## config.mk

```make
export PLATFORM = sky130hd
export DESIGN_NAME = bt_search_ctrl
export DESIGN_NICKNAME = d
export VERILOG_FILES = /design/src/rtl/bt_ctrl_pkg.sv /design/src/rtl/bt_wait_timer.sv /design/src/rtl/bt_search_ctrl.sv
export SDC_FILE = /design/constraint.sdc
export NUM_CORES = 1
export LEC_CHECK = 0
export CORE_MARGIN = 4
export CORE_UTILIZATION = 50
export CTS_CLUSTER_DIAMETER = 30
export DETAILED_ROUTE_END_ITERATION = 7
export PLACE_DENSITY = 0.77
export RECOVER_POWER = 50
export SLEW_MARGIN = 20
export SYNTH_ARGS = -nofsm -noshare
export SYNTH_HDL_FRONTEND = slang
export SYNTH_SLANG_ARGS = --single-unit
```

## constraint.sdc

```tcl
create_clock -name clk -period 3.2 [get_ports clk]
set_input_delay 0.32 -clock clk [delete_from_list [all_inputs] [get_ports clk]]
set_output_delay 0.32 -clock clk [all_outputs]
set_load 0.005 [all_outputs]
```

## src/rtl/bt_ctrl_pkg.sv

```systemverilog
// ---------------------------------------------------------------------------
// bt_ctrl_pkg
// Shared types and helpers for the backtracking-search controller.
//   bt_state_t : controller state, 4-bit binary, IDLE = 0
//   bt_ctrl_t  : bundle of state-decoded controller outputs
//   width_of   : bits needed to hold the value n (minimum 1)
//   decode     : Moore output decode for a given state
// ---------------------------------------------------------------------------
package bt_ctrl_pkg;

   typedef enum logic [3:0] {
      IDLE    = 4'd0,
      INIT    = 4'd1,
      MULT    = 4'd2,
      PUSH    = 4'd3,
      ALU     = 4'd4,
      BACK    = 4'd5,
      POP_CHK = 4'd6,
      POP     = 4'd7,
      UPDATE  = 4'd8,
      DONE    = 4'd9,
      ERR     = 4'd10
   } bt_state_t;

   typedef struct packed {
      logic load_init;
      logic push;
      logic alu_en;
      logic cal_res;
      logic pop;
      logic res_update;
      logic done;
      logic dont_check;
      logic busy;
   } bt_ctrl_t;

   function automatic int width_of(input int n);
      return (n < 2) ? 1 : $clog2(n + 1);
   endfunction

   function automatic bt_ctrl_t decode(input bt_state_t s);
      bt_ctrl_t c;
      c      = '0;
      c.busy = (s != IDLE);
      case (s)
         IDLE:    c.dont_check = 1'b1;
         INIT:    begin c.load_init = 1'b1; c.dont_check = 1'b1; end
         MULT:    c.dont_check = 1'b1;
         PUSH:    begin c.push = 1'b1; c.dont_check = 1'b1; end
         ALU:     c.alu_en = 1'b1;
         POP_CHK: c.cal_res = 1'b1;
         POP:     c.pop = 1'b1;
         UPDATE:  c.res_update = 1'b1;
         DONE,
         ERR:     c.done = 1'b1;
         default: ;
      endcase
      return c;
   endfunction

endpackage

```

## src/rtl/bt_wait_timer.sv

```systemverilog
// ---------------------------------------------------------------------------
// bt_wait_timer
// Loadable down-counter used to hold a state for LAT cycles.
//   clk, rst : clock, asynchronous active-high reset
//   load     : reload count with LAT (wins over en)
//   en       : decrement by one (stops at zero)
//   expired  : count == 1, i.e. this is the last cycle of the wait
// ---------------------------------------------------------------------------
module bt_wait_timer
   import bt_ctrl_pkg::*;
#(
   parameter int LAT = 1,
   parameter int W   = width_of(LAT)
) (
   input  logic clk,
   input  logic rst,
   input  logic load,
   input  logic en,
   output logic expired
);

   logic [W-1:0] cnt;

   always_ff @(posedge clk or posedge rst) begin
      if (rst)
         cnt <= '0;
      else if (load)
         cnt <= W'(LAT);
      else if (en && (cnt != '0))
         cnt <= cnt - W'(1);
   end

   assign expired = (cnt == W'(1));

endmodule

```

## src/rtl/bt_search_ctrl.sv

```systemverilog
// ---------------------------------------------------------------------------
// bt_search_ctrl
// Push/ALU/backtrack/pop sequencer for a backtracking-search datapath.
// Optional feature: define BT_HOLD_EN to add the hold input (freeze + mute).
//   clk, rst   : clock, asynchronous active-high reset
//   hold       : (BT_HOLD_EN only) freeze progress, force strobes low
//   start      : begin a search (sampled in IDLE)
//   backtrack  : unwind request (sampled in BACK)
//   finish     : solution/exhausted (sampled in POP_CHK)
//   load_init, push, alu_en, cal_res, pop, res_update : datapath strobes
//   dont_check : suppress datapath checker
//   busy, done : handshake (done is a one-cycle pulse)
//   overflow, timeout : sticky error flags, cleared by an accepted start
//   sp, iter_cnt      : stack depth and UPDATE passes of this run
// ---------------------------------------------------------------------------
module bt_search_ctrl
   import bt_ctrl_pkg::*;
#(
   parameter int DEPTH    = 16,
   parameter int ALU_LAT  = 1,
   parameter int MAX_ITER = 1024,
   parameter int SP_W     = $clog2(DEPTH + 1),
   parameter int IT_W     = $clog2(MAX_ITER + 1)
) (
   input  logic            clk,
   input  logic            rst,
`ifdef BT_HOLD_EN
   input  logic            hold,
`endif
   input  logic            start,
   input  logic            backtrack,
   input  logic            finish,
   output logic            load_init,
   output logic            push,
   output logic            alu_en,
   output logic            cal_res,
   output logic            pop,
   output logic            res_update,
   output logic            dont_check,
   output logic            busy,
   output logic            done,
   output logic            overflow,
   output logic            timeout,
   output logic [SP_W-1:0] sp,
   output logic [IT_W-1:0] iter_cnt
);

   localparam logic [SP_W-1:0] SP_MAX  = SP_W'(DEPTH);
   localparam logic [IT_W-1:0] IT_MAX  = IT_W'(MAX_ITER);
   localparam logic [IT_W-1:0] IT_LAST = IT_W'(MAX_ITER - 1);

   bt_state_t state, nxt;
   bt_ctrl_t  ctrl_q;
   logic      adv;       // FSM and counters may move this cycle
   logic      strobe_ok; // strobes allowed to reach the datapath
   logic      alu_done;

`ifdef BT_HOLD_EN
   assign adv       = ~hold;
   assign strobe_ok = ~hold;
`else
   assign adv       = 1'b1;
   assign strobe_ok = 1'b1;
`endif

   // Reload on the PUSH->ALU edge so every evaluation gets the full wait;
   // a hold freezes the count because en drops with adv.
   bt_wait_timer #(.LAT(ALU_LAT)) u_alu_wait (
      .clk     (clk),
      .rst     (rst),
      .load    (adv && (state == PUSH)),
      .en      (adv && (state == ALU)),
      .expired (alu_done)
   );

   always_comb begin
      nxt = state;
      case (state)
         IDLE:    if (start) nxt = INIT;
         INIT:    nxt = MULT;
         MULT:    nxt = (sp == SP_MAX) ? ERR : PUSH;
         PUSH:    nxt = ALU;
         ALU:     if (alu_done) nxt = BACK;
         BACK:    nxt = backtrack ? POP_CHK : UPDATE;
         POP_CHK: nxt = (finish || (sp == '0)) ? DONE : POP;
         POP:     nxt = POP_CHK;
         UPDATE:  nxt = (iter_cnt == IT_LAST) ? ERR : MULT;
         DONE,
         ERR:     nxt = IDLE;
         default: nxt = IDLE;
      endcase
   end

   // Outputs are registered from the next state so they line up with the
   // state they decode, without a combinational path from the state reg.
   always_ff @(posedge clk or posedge rst) begin
      if (rst) begin
         state    <= IDLE;
         ctrl_q   <= decode(IDLE);
         sp       <= '0;
         iter_cnt <= '0;
         overflow <= 1'b0;
         timeout  <= 1'b0;
      end else if (adv) begin
         state  <= nxt;
         ctrl_q <= decode(nxt);
         case (state)
            IDLE: if (start) begin
               overflow <= 1'b0;
               timeout  <= 1'b0;
               sp       <= '0;
               iter_cnt <= '0;
            end
            MULT: if (sp == SP_MAX) overflow <= 1'b1;
            PUSH: if (sp != SP_MAX) sp <= sp + SP_W'(1);
            POP:  if (sp != '0) sp <= sp - SP_W'(1);
            UPDATE: begin
               if (iter_cnt != IT_MAX) iter_cnt <= iter_cnt + IT_W'(1);
               if (iter_cnt == IT_LAST) timeout <= 1'b1;
            end
            default: ;
         endcase
      end
   end

   assign load_init  = ctrl_q.load_init  & strobe_ok;
   assign push       = ctrl_q.push       & strobe_ok;
   assign alu_en     = ctrl_q.alu_en     & strobe_ok;
   assign cal_res    = ctrl_q.cal_res    & strobe_ok;
   assign pop        = ctrl_q.pop        & strobe_ok;
   assign res_update = ctrl_q.res_update & strobe_ok;
   assign done       = ctrl_q.done       & strobe_ok;
   assign dont_check = ctrl_q.dont_check;
   assign busy       = ctrl_q.busy;

endmodule

```

Word level (Yosys, flattened, before mapping)
Index checks and enable logic that the tools add are counted. W data, S select, Z words.

Output and inout port bits: 27. Memory bits (writable): 0. Memories kept: 0. Bits in latches: 0. Input bits: 5. Flip-flop bits (word level): 32. Memory bits (read-only): 0.

Divide/modulo/power cells: 0. Multipliers: 0. $add $sub $neg: 4. Equal/unequal tests: 27. Mux-type cells: 29. Bitwise operators: 0. Reduce and logical (&&, ||, !) cells: 17. Shifts and indexed selects: 0. $lt $le $gt $ge: 0.

Operators with widths (count): $pmux W4 S9 (1); $eq A4 B3 Y1 const B (7); $mux W4 (6); $mux W11 (2); $pmux W11 S2 (1); $eq A4 B2 Y1 const B (4); $eq A4 B4 Y1 const B (4); $mux W5 (3); $pmux W5 S3 (1); $mux W1 (13); $ne A2 B2 Y1 const B (6); $add A11 B1 Y11 const B (1); $eq A11 B10 Y1 const B (1); $ne A11 B11 Y1 const B (1); $reduce_and A3 Y1 (3); $eq A4 B1 Y1 const B (2); $logic_not A4 Y1 (2); $reduce_bool A2 Y1 (3); $add A5 B1 Y5 const B (1); $eq A5 B5 Y1 const B (1); $logic_not A5 Y1 (1); $ne A5 B5 Y1 const B (1); $reduce_bool A5 Y1 (1); $sub A5 B1 Y5 const B (1); other kinds (9) (10).

Longest topological paths before layout
Depth after elaboration: 7. Depth in mapped cells: 10. Gate-level depth less buffers: 9.

Modules after synthesis
A second synthesis with hierarchy kept.

Cells, all modules: 175. Area total of the unflattened synthesis: 1674.1 um^2.

By module, submodules not included: bt_search_ctrl (sequential area each 777.0 um^2, instances 1, cells each 171, area each 1634.1 um^2); bt_wait_timer (sequential area each 25.0 um^2, instances 1, cells each 4, area each 40.0 um^2).

Worst setup path before layout
No wires, ideal clock.

Path kind: register -> register. Start: register state[3]. End: register sp[4]. Arrival: 2.126 ns. Cell stages (with the launch flop): 11. Path slack: 0.996 ns. Path through: dfrtp_1 > buf_2 > nand2b_1 > or2_1 > inv_2 > ha_1 > nor2b_1 > o21a_1 > or3_1 > a21bo_1 > a21oi_1.

Word-level cells in the longest chain between the ends: 3. Elaborated cells on any way between the ends: 9.

RTL lines: start: declaration (line bt_search_ctrl.sv:52) `bt_state_t state, nxt;`; start signal: assignment (line bt_search_ctrl.sv:105) `state <= nxt;`; $eq A4 B3 Y1, or another cell as far along (line bt_search_ctrl.sv:107) `case (state)`; $ne A2 B2 Y1 (no source line) / $reduce_bool A3 Y1 (equally long branches); $reduce_and A4 Y1 (no source line); end signal: assignment (line bt_search_ctrl.sv:115) `PUSH: if (sp != SP_MAX) sp <= sp + SP_W'(1);`; end signal: assignment (line bt_search_ctrl.sv:116) `POP: if (sp != '0) sp <= sp - SP_W'(1);`; end: declaration (line bt_search_ctrl.sv:44) `output logic [SP_W-1:0] sp,`.

Parallel ways exist; a longest one is shown, timed or not. A chain may end at the register's enable or synchronous reset.

Worst setup path in the final report
Start: register state[2]. End: register sp[4].

The elaborated chain is that of the path after synthesis.

==> qor.yml <==
fin_setup_tns_ns: 0
status: "finished, violations left"
synth_top_area_share_pct: 45.4
synthMuxAreaShare_pct: 2.49
vdd_drop_max_mv: 0.484
fin_area_um2: 2110
die_area_um2: 4420
critPathLaunchType: "flop"
critPathArrivalTime_ns: 2.70
syn_nets: 181
worst_slew_pin_slew_ns: 1.65
n_antenna_cell: 0
multi_input_area_um2: 842
core_region_area_um2: 3150
syn_inst: 170
synth.area.top_cells: "dfrtp_1 45%, nand2_1 4.2%, ha_1 3.7%"
synth_top_area_cell: "dfrtp_1"
clockRootBuffer: "clkbuf_4"
route.detailed.drc: 0
vias_per_cell: 5.69
gp_congestion: 0.846
synthAdderAreaFrac_pct: 4.83
synth_most_common_cell: "dfrtp_1"
dp_slack_ns: 0.797
grt_max_degree: 33
die_h_um: 66.5
synth-xor-area-share_pct: 4.61
clk_latency_ns: 0.34
synth.distinct_cells: 46
grt_pass1_wl_um: 6370
p_per_area_nw_per_um2: 754
synth_top_family_by_area: "simple AND/OR/NAND/NOR gates"
yosys.area_share.simple_pct: 22.3
gr-usage-all-layers_pct: 19.0
synth_edf_count: 0
fin_nets: 216
postPlaceCellArea_um2: 2060
cts_tree: "yes"
top_level_ports: 32
ys_seq_area_share_pct: 46.9
setup_violations: 0
grt-ovfl-total: 0
ant_nets: 0
max_freq_mhz: 408
power.leakage_nw: 0.943
final_max_slew_viol_count: 33
cts_hold_buf: 0
grt_util_met3_pct: 5.06
wirelength_um: 3720
syn2layout_area_growth_pct: 23.6
synth_warnings: 0
dpl.cell_count: 242
drive_gt1_share_pct: 9.22
htreeDepth: 2
start_util_pct: 54.2
use_met2_pct: 31.8
p_total_mw: 1.59
grt_pass1_vias: 1419
post-route-worst-setup-slack_ns: 0.751
ys.flop_type: "dfrtp_1"
final.fill_count: 277
period_minus_slack_ns: 2.45
layout.cells.non_filler: 250
dr.pass1.iters: 6
die_x_um: 66.5
yosys-top-cells-count: "31 x dfrtp_1, 19 x nand2_1, 13 x nor2_1"
syn_area_um2: 1710
wl_per_cell_um: 14.9
cap_violations: 1
drt_iter0_drc: 59
rows: 20
fin_worst_skew_ns: 0.0200
cts_setup_buffers: 0
ctsResizeCount: 0
fin_crit_sh_pct: 76.5
met1_usage_pct: 22.5
final-seq-area_um2: 802
ys_seq_elements: 32
final-hold-violation-count: 0
end_kind: "flop"
path_max_fanout: 13
violations: "max-capacitance violations, max-slew violations"
crit_type: "flop to flop"
port_buffers: 31
top_usage_layer: "met2"
synth_area_per_cell_um2: 10.1
dp_hpwl_um: 2810
synth_compound_area_share_pct: 15.3
cts_made_buffers: 5
rsz0062_at_grt: "false"
critical_path_required_ns: 3.45
hp-class: "flop to flop"
cts.sinks: 32
relSlewSlack_pct: -9.93
antenna_found_initial: 0
num_vias: 1423
cts_buffer_depth: 2
cts.clk_slew.worst_paths_ns: 0.09
synthArstFlopShare_pct: 100
==> worst max-delay path: stages (launching register included) <==
cell      delay (ns)
dfrtp_1         0.60
nand2b_1        0.18
or2_1           0.28
inv_2           0.10
ha_1            0.26
nor2b_1         0.14
o21a_1          0.16
or3_1           0.33
a21bo_1         0.20
a21oi_1         0.12
==> power by group <==
group | internal (mW) | switching [mW] | total (mW)
logic | 0.342 | 0.365 | 0.708
registers | 0.511 | 0.136 | 0.647
clock network | 0.108 | 0.131 | 0.240
total | 0.962 | 0.633 | 1.59
==> cell families after synthesis <==
| kind of cell | after synthesis |
|---|---|
| mux | 4 |
| buf+inv | 15 |
| fa+ha+maj | 6 |
| simple gates | 71 |
| flops | 32 |
| compound gates | 33 |
| xor+xnor | 9 |
==> final cells by class <==
class                   instances  share of cell area [%]
repair buffers                 32                    14.9
inverters                      11                    1.95
well taps                      44                    2.61
clock buffers                   8                    2.78
multi-input cells             123                    39.8
flip-flops and latches         32                    38.0
==> stage by stage <==
step           util, %  hold WS (ns)
3_5_place_dp      65.4         0.455
2_1_floorplan        -         0.435
4_1_cts           67.3         0.378
6_report          67.0         0.465
3_3_place_gp      65.4         0.453
5_1_grt           67.0         0.509
==> metal layers <==
metal,up-vias,share of wire [%]
met5,-,0
met4,0,3.1
met3,20,6.3
met2,65,48
met1,665,43
li1,673,-
==> placed cells by master, fill, tap and decap left out, drive strengths merged, types with 2 or more instances in the layout <==
cell	count
clkdlybuf4s50	21
nand3	4
or4	2
a21oi	9
and3	3
dfrtp	31
nor2b	4
nor4	4
dlygate4sd3	10
ha	5
xnor2	2
nor2	13
mux2i	2
nand4	7
nand2	19
xor2	7
clkbuf	9
inv	11
or3	3
nand2b	5
nor3	2
mux2	2
o21ai	11
==> final timing paths <==
path                                     start                 endpoint  slack, ns  depth (start not counted)
max reg2reg                 state[2]$_DFF_PP0_        sp[4]$_DFFE_PP0P_       0.75                          9
max                         state[2]$_DFF_PP0_        sp[4]$_DFFE_PP0P_       0.75                          9
max in group asynchronous                  rst  iter_cnt[1]$_DFFE_PP0P_       1.25                          3
min in group asynchronous                  rst  iter_cnt[0]$_DFFE_PP0P_       0.99                          3
min reg2reg                timeout$_DFFE_PP0P_      timeout$_DFFE_PP0P_       0.47                          2
min                        timeout$_DFFE_PP0P_      timeout$_DFFE_PP0P_       0.47                          2
==> state kept, by name (all words and copies together), names as in the netlist <==
register,cells
iter_cnt,11
sp,5
state,4
alu_en,1
busy,1
cal_res,1
done,1
dont_check,1
load_init,1
overflow,1
pop,1
push,1
res_update,1
timeout,1
u_alu_wait.expired,1
Note: power is estimated with default switching activity, not from simulation.
==> variant 1 (config.mk and constraints unchanged) <==
The 11 states of `bt_state_t` get a one-hot encoding in 11 bits.
--- a/src/rtl/bt_ctrl_pkg.sv
+++ b/src/rtl/bt_ctrl_pkg.sv
@@ -9,16 +9,16 @@
 package bt_ctrl_pkg;
 
-   typedef enum logic [3:0] {
-      IDLE    = 4'd0,
-      INIT    = 4'd1,
-      MULT    = 4'd2,
-      PUSH    = 4'd3,
-      ALU     = 4'd4,
-      BACK    = 4'd5,
-      POP_CHK = 4'd6,
-      POP     = 4'd7,
-      UPDATE  = 4'd8,
-      DONE    = 4'd9,
-      ERR     = 4'd10
+   typedef enum logic [10:0] {
+      IDLE    = 11'b00000000001,
+      INIT    = 11'b00000000010,
+      MULT    = 11'b00000000100,
+      PUSH    = 11'b00000001000,
+      ALU     = 11'b00000010000,
+      BACK    = 11'b00000100000,
+      POP_CHK = 11'b00001000000,
+      POP     = 11'b00010000000,
+      UPDATE  = 11'b00100000000,
+      DONE    = 11'b01000000000,
+      ERR     = 11'b10000000000
    } bt_state_t;
 
Behaviour: no difference found for any inputs over 10 cycles, from zero or initial values and one cycle with rst high; not proved beyond that.
==> variant 1 against the unedited design <==
The flow still finishes with violations (max-capacitance violations, max-slew violations); final area grew 20%; clock skew shrank 13 ps; die area grew 19%; total power shrank 9.1%; worst setup slack lost 260 ps; largest cell class unchanged; highest routed layer unchanged; global-route usage grew 1.1 points; sequential cell count grew 7; routed wire length grew 25%; largest power group is now sequential cells; area after synthesis grew 22%; clock power grew 67%; core utilization shrank 3.9 points.
==> variant 1: results (changes against the unedited design) <==
[place]
dp_slack_ps=548  ; -249 ps
place_congestion=0.880  ; +4.1%
post-dp-hpwl_um=3400  ; +21%

[yosys]
ys_types=48  ; +4.3%
ys_seq_area_share_pct=46.8  ; -0.099 points

[grt]
grt_pass1_wl_um=8050  ; +26%
grt_max_degree=40  ; +21%

[final_layout]
nets=263  ; +22%
drive_gt1_share_pct=6.35  ; -2.9 points

[detailed_routing]
drt-total-wl_um=4660  ; +25%
first_pass_iters=4  ; -2
vias_per_cell=5.79  ; +1.7%

[run]
maxCapViolCount=1  ; unchanged

[worst_hold_path]
min_from=u_alu_wait.expired$_DFFE_PP0P_
hold_path_depth=1  ; -1

[status]
failed_checks=max-capacitance violations, max-slew violations
outcome=complete, but fails checks

[timing]
max_slew_margin_pct=-33.0  ; -23 points
max_freq_ghz=0.369  ; -9.6%
maxSlewViolCount=40  ; +21%

[setup_path]
arrival_ps=2880  ; +180 ps
max_stage_delay_ps=490  ; -110 ps
regToRegSetupSlack_ps=490  ; -260 ps

[power]
ir_drop_v=0.000309  ; -36%
p_leak_uw=0.00114  ; +21%

## variant 1: final cells by class
| cell class | instances | area, µm² | area share, % |
|---|---|---|---|
| Multi-Input combinational cell | 160 | 1020 | 40.1 |
| Sequential cell | 39 | 978 | 38.4 |
| Timing Repair Buffer | 35 | 337 | 13.2 |
| Inverter | 11 | 41.3 | 1.62 |
| Clock inverter | 2 | 37.5 | 1.47 |
| Tap cell | 50 | 62.6 | 2.46 |
| Clock buffer | 5 | 68.8 | 2.70 |
## variant 1: kinds of logic after synthesis
group,after synthesis,share of synthesized area [%]
adder cells (fa/ha/maj),6,3.95
AO/OA/AOI/OAI,48,14.8
AND/OR/NAND/NOR,96,25.7
buffers and inverters,20,4.37
flip-flops,39,46.8
XOR/XNOR,8,3.35
multiplexers,2,0.958
## variant 1: metrics by stage
stage / area (µm²) / hold WS (ps)
detailed placement: 2440 / 494
global placement: 2440 / 490
finish: 2540 / 508
CTS: 2550 / 460
floorplan: 2090 / 384
global route: 2540 / 556
## variant 1: metal layers
metal | vias up | part of all wire (%) | track usage (%)
li1 | 869 | - | -
met1 | 832 | 47 | 27.1
met2 | 43 | 47 | 31.2
met3 | 4 | 4.3 | 5.51
met4 | 0 | 1.3 | 7.17
met5 | - | 0 | 0
## variant 1: worst max-delay path by stage
stage                         to  cells past startpoint
4_1_cts        sp[4]$_DFFE_PP0P_                      8
6_report       sp[4]$_DFFE_PP0P_                      8
2_1_floorplan  sp[4]$_DFFE_PP0P_                      8
3_5_place_dp   sp[4]$_DFFE_PP0P_                      8
3_3_place_gp   sp[4]$_DFFE_PP0P_                      8
5_1_grt        sp[4]$_DFFE_PP0P_                      8
## variant 1: report_power, final
part	switching, µW	internal [µW]
combinational	258	183
clock	172	228
sequential	61.6	547
total	491	958
==> variant 2 (config.mk and constraints unchanged) <==
Made on the original files. Build with the macro `BT_HOLD_EN` defined.
--- a/src/rtl/bt_search_ctrl.sv
+++ b/src/rtl/bt_search_ctrl.sv
@@ -14,4 +14,6 @@
 //   sp, iter_cnt      : stack depth and UPDATE passes of this run
 // ---------------------------------------------------------------------------
+`define BT_HOLD_EN
+
 module bt_search_ctrl
    import bt_ctrl_pkg::*;
Interface: changed (added hold); port bits go from 32 to 33. The function was not compared with the original's and may differ.
==> variant 2 against the unedited design <==
The run still ends with max-capacitance violations, max-slew violations left; worst setup slack worse by 200 ps; maximum frequency down 7.6%; routed wire length up 8.9%; final area up 11%; synthesized cell count up 22%; global-route usage down 0.86 points; area after synthesis up 12%; sequential cell count unchanged; total power down 8.2%; largest cell class unchanged; highest routed layer unchanged.
==> variant 2: results (changes against the unedited design) <==
[worst_hold_path]
min_to=ctrl_q[8]$_DFFE_PP0N_
min_from=ctrl_q[8]$_DFFE_PP0N_

[power]
p_leak_uw=0.00105  ; +11%
power.density_nw_per_um2=625  ; -17%
powerComb_uw=524  ; -26%
pwr-share-clk_pct=21.8  ; +6.8 points

[clock_tree]
cts.clk_slew.worst_paths_ps=60  ; -30 ps
clk_latency_ps=290  ; -50 ps

[yosys]
ys_seq_area_share_pct=41.8  ; -5.1 points
syn_area_per_cell_um2=9.23  ; -8.2%
synth-adder-area-share_pct=4.30  ; -0.53 points
yosys-top-cells-area=dfrtp_1 40%, nand2_1 4.3%, nor2_1 3.5%

[detailed_routing]
wl_met3_um=244  ; +3.8%
met1_length_um=1930  ; +22%
first_pass_iters=4  ; -2
wl_met2_um=1800  ; +1.5%
first_iter_violations=150  ; +150%

[timing]
max_slew_margin_pct=-13.2  ; -3.2 points
maxSlewViolCount=33  ; unchanged

[floorplan]
taps=48  ; +9.1%

[setup_path]
max_stage_delay_ps=870  ; +270 ps
cp_slowest_cell=clkbuf_1
cp_max_fo=30  ; +17
r2r_start=state[2]$_DFFE_PP0N_

[status]
outcome=complete, but fails checks
failed_checks=max-capacitance violations, max-slew violations

[final_layout]
top_regs=iter_cnt x11, ctrl_q x7, sp x5
drive_gt1_share_pct=7.14  ; -2.1 points
nNonClkBuffers=34  ; +6.3%
fill_cells=325  ; +17%
clk_share_pct=3.96  ; +1.2 points
nClkBuffers=6  ; -2
buf_share_pct=14.0  ; -0.85 points

[grt]
grt_pass1_wl_um=7130  ; +12%
met1_usage_pct=26.0  ; +3.6 points
track_usage_pct=18.2  ; -0.86 points
grt_pass1_vias=1493  ; +5.2%

[run]
maxCapViolCount=1  ; unchanged

[place]
dp_cells=278  ; +15%
place_congestion=0.875  ; +3.5%
post-dp-hpwl_um=2890  ; +2.8%

==> variant 2: cell count changes after synthesis, sizes merged, moves of 3 or more <==
cell | unedited run | this run
clkbuf | 0 | 4
nand2b | 5 | 2
a22o | 1 | 4
nor2 | 13 | 18
or3 | 3 | 0
nor2b | 4 | 10
nand2 | 19 | 22
buf | 4 | 8
==> variant 2: worst max-delay path by stage <==
stage / start / to / slack, ps / depth (start not counted)
global route: hold / load_init / 300 / 4
floorplan: state[0]$_DFFE_PP0N_ / sp[4]$_DFFE_PP0P_ / 1060 / 10
finish: hold / pop / 550 / 4
CTS: state[2]$_DFFE_PP0N_ / sp[4]$_DFFE_PP0P_ / 800 / 9
global placement: state[2]$_DFFE_PP0N_ / sp[4]$_DFFE_PP0P_ / 910 / 9
detailed placement: state[2]$_DFFE_PP0N_ / sp[4]$_DFFE_PP0P_ / 850 / 9
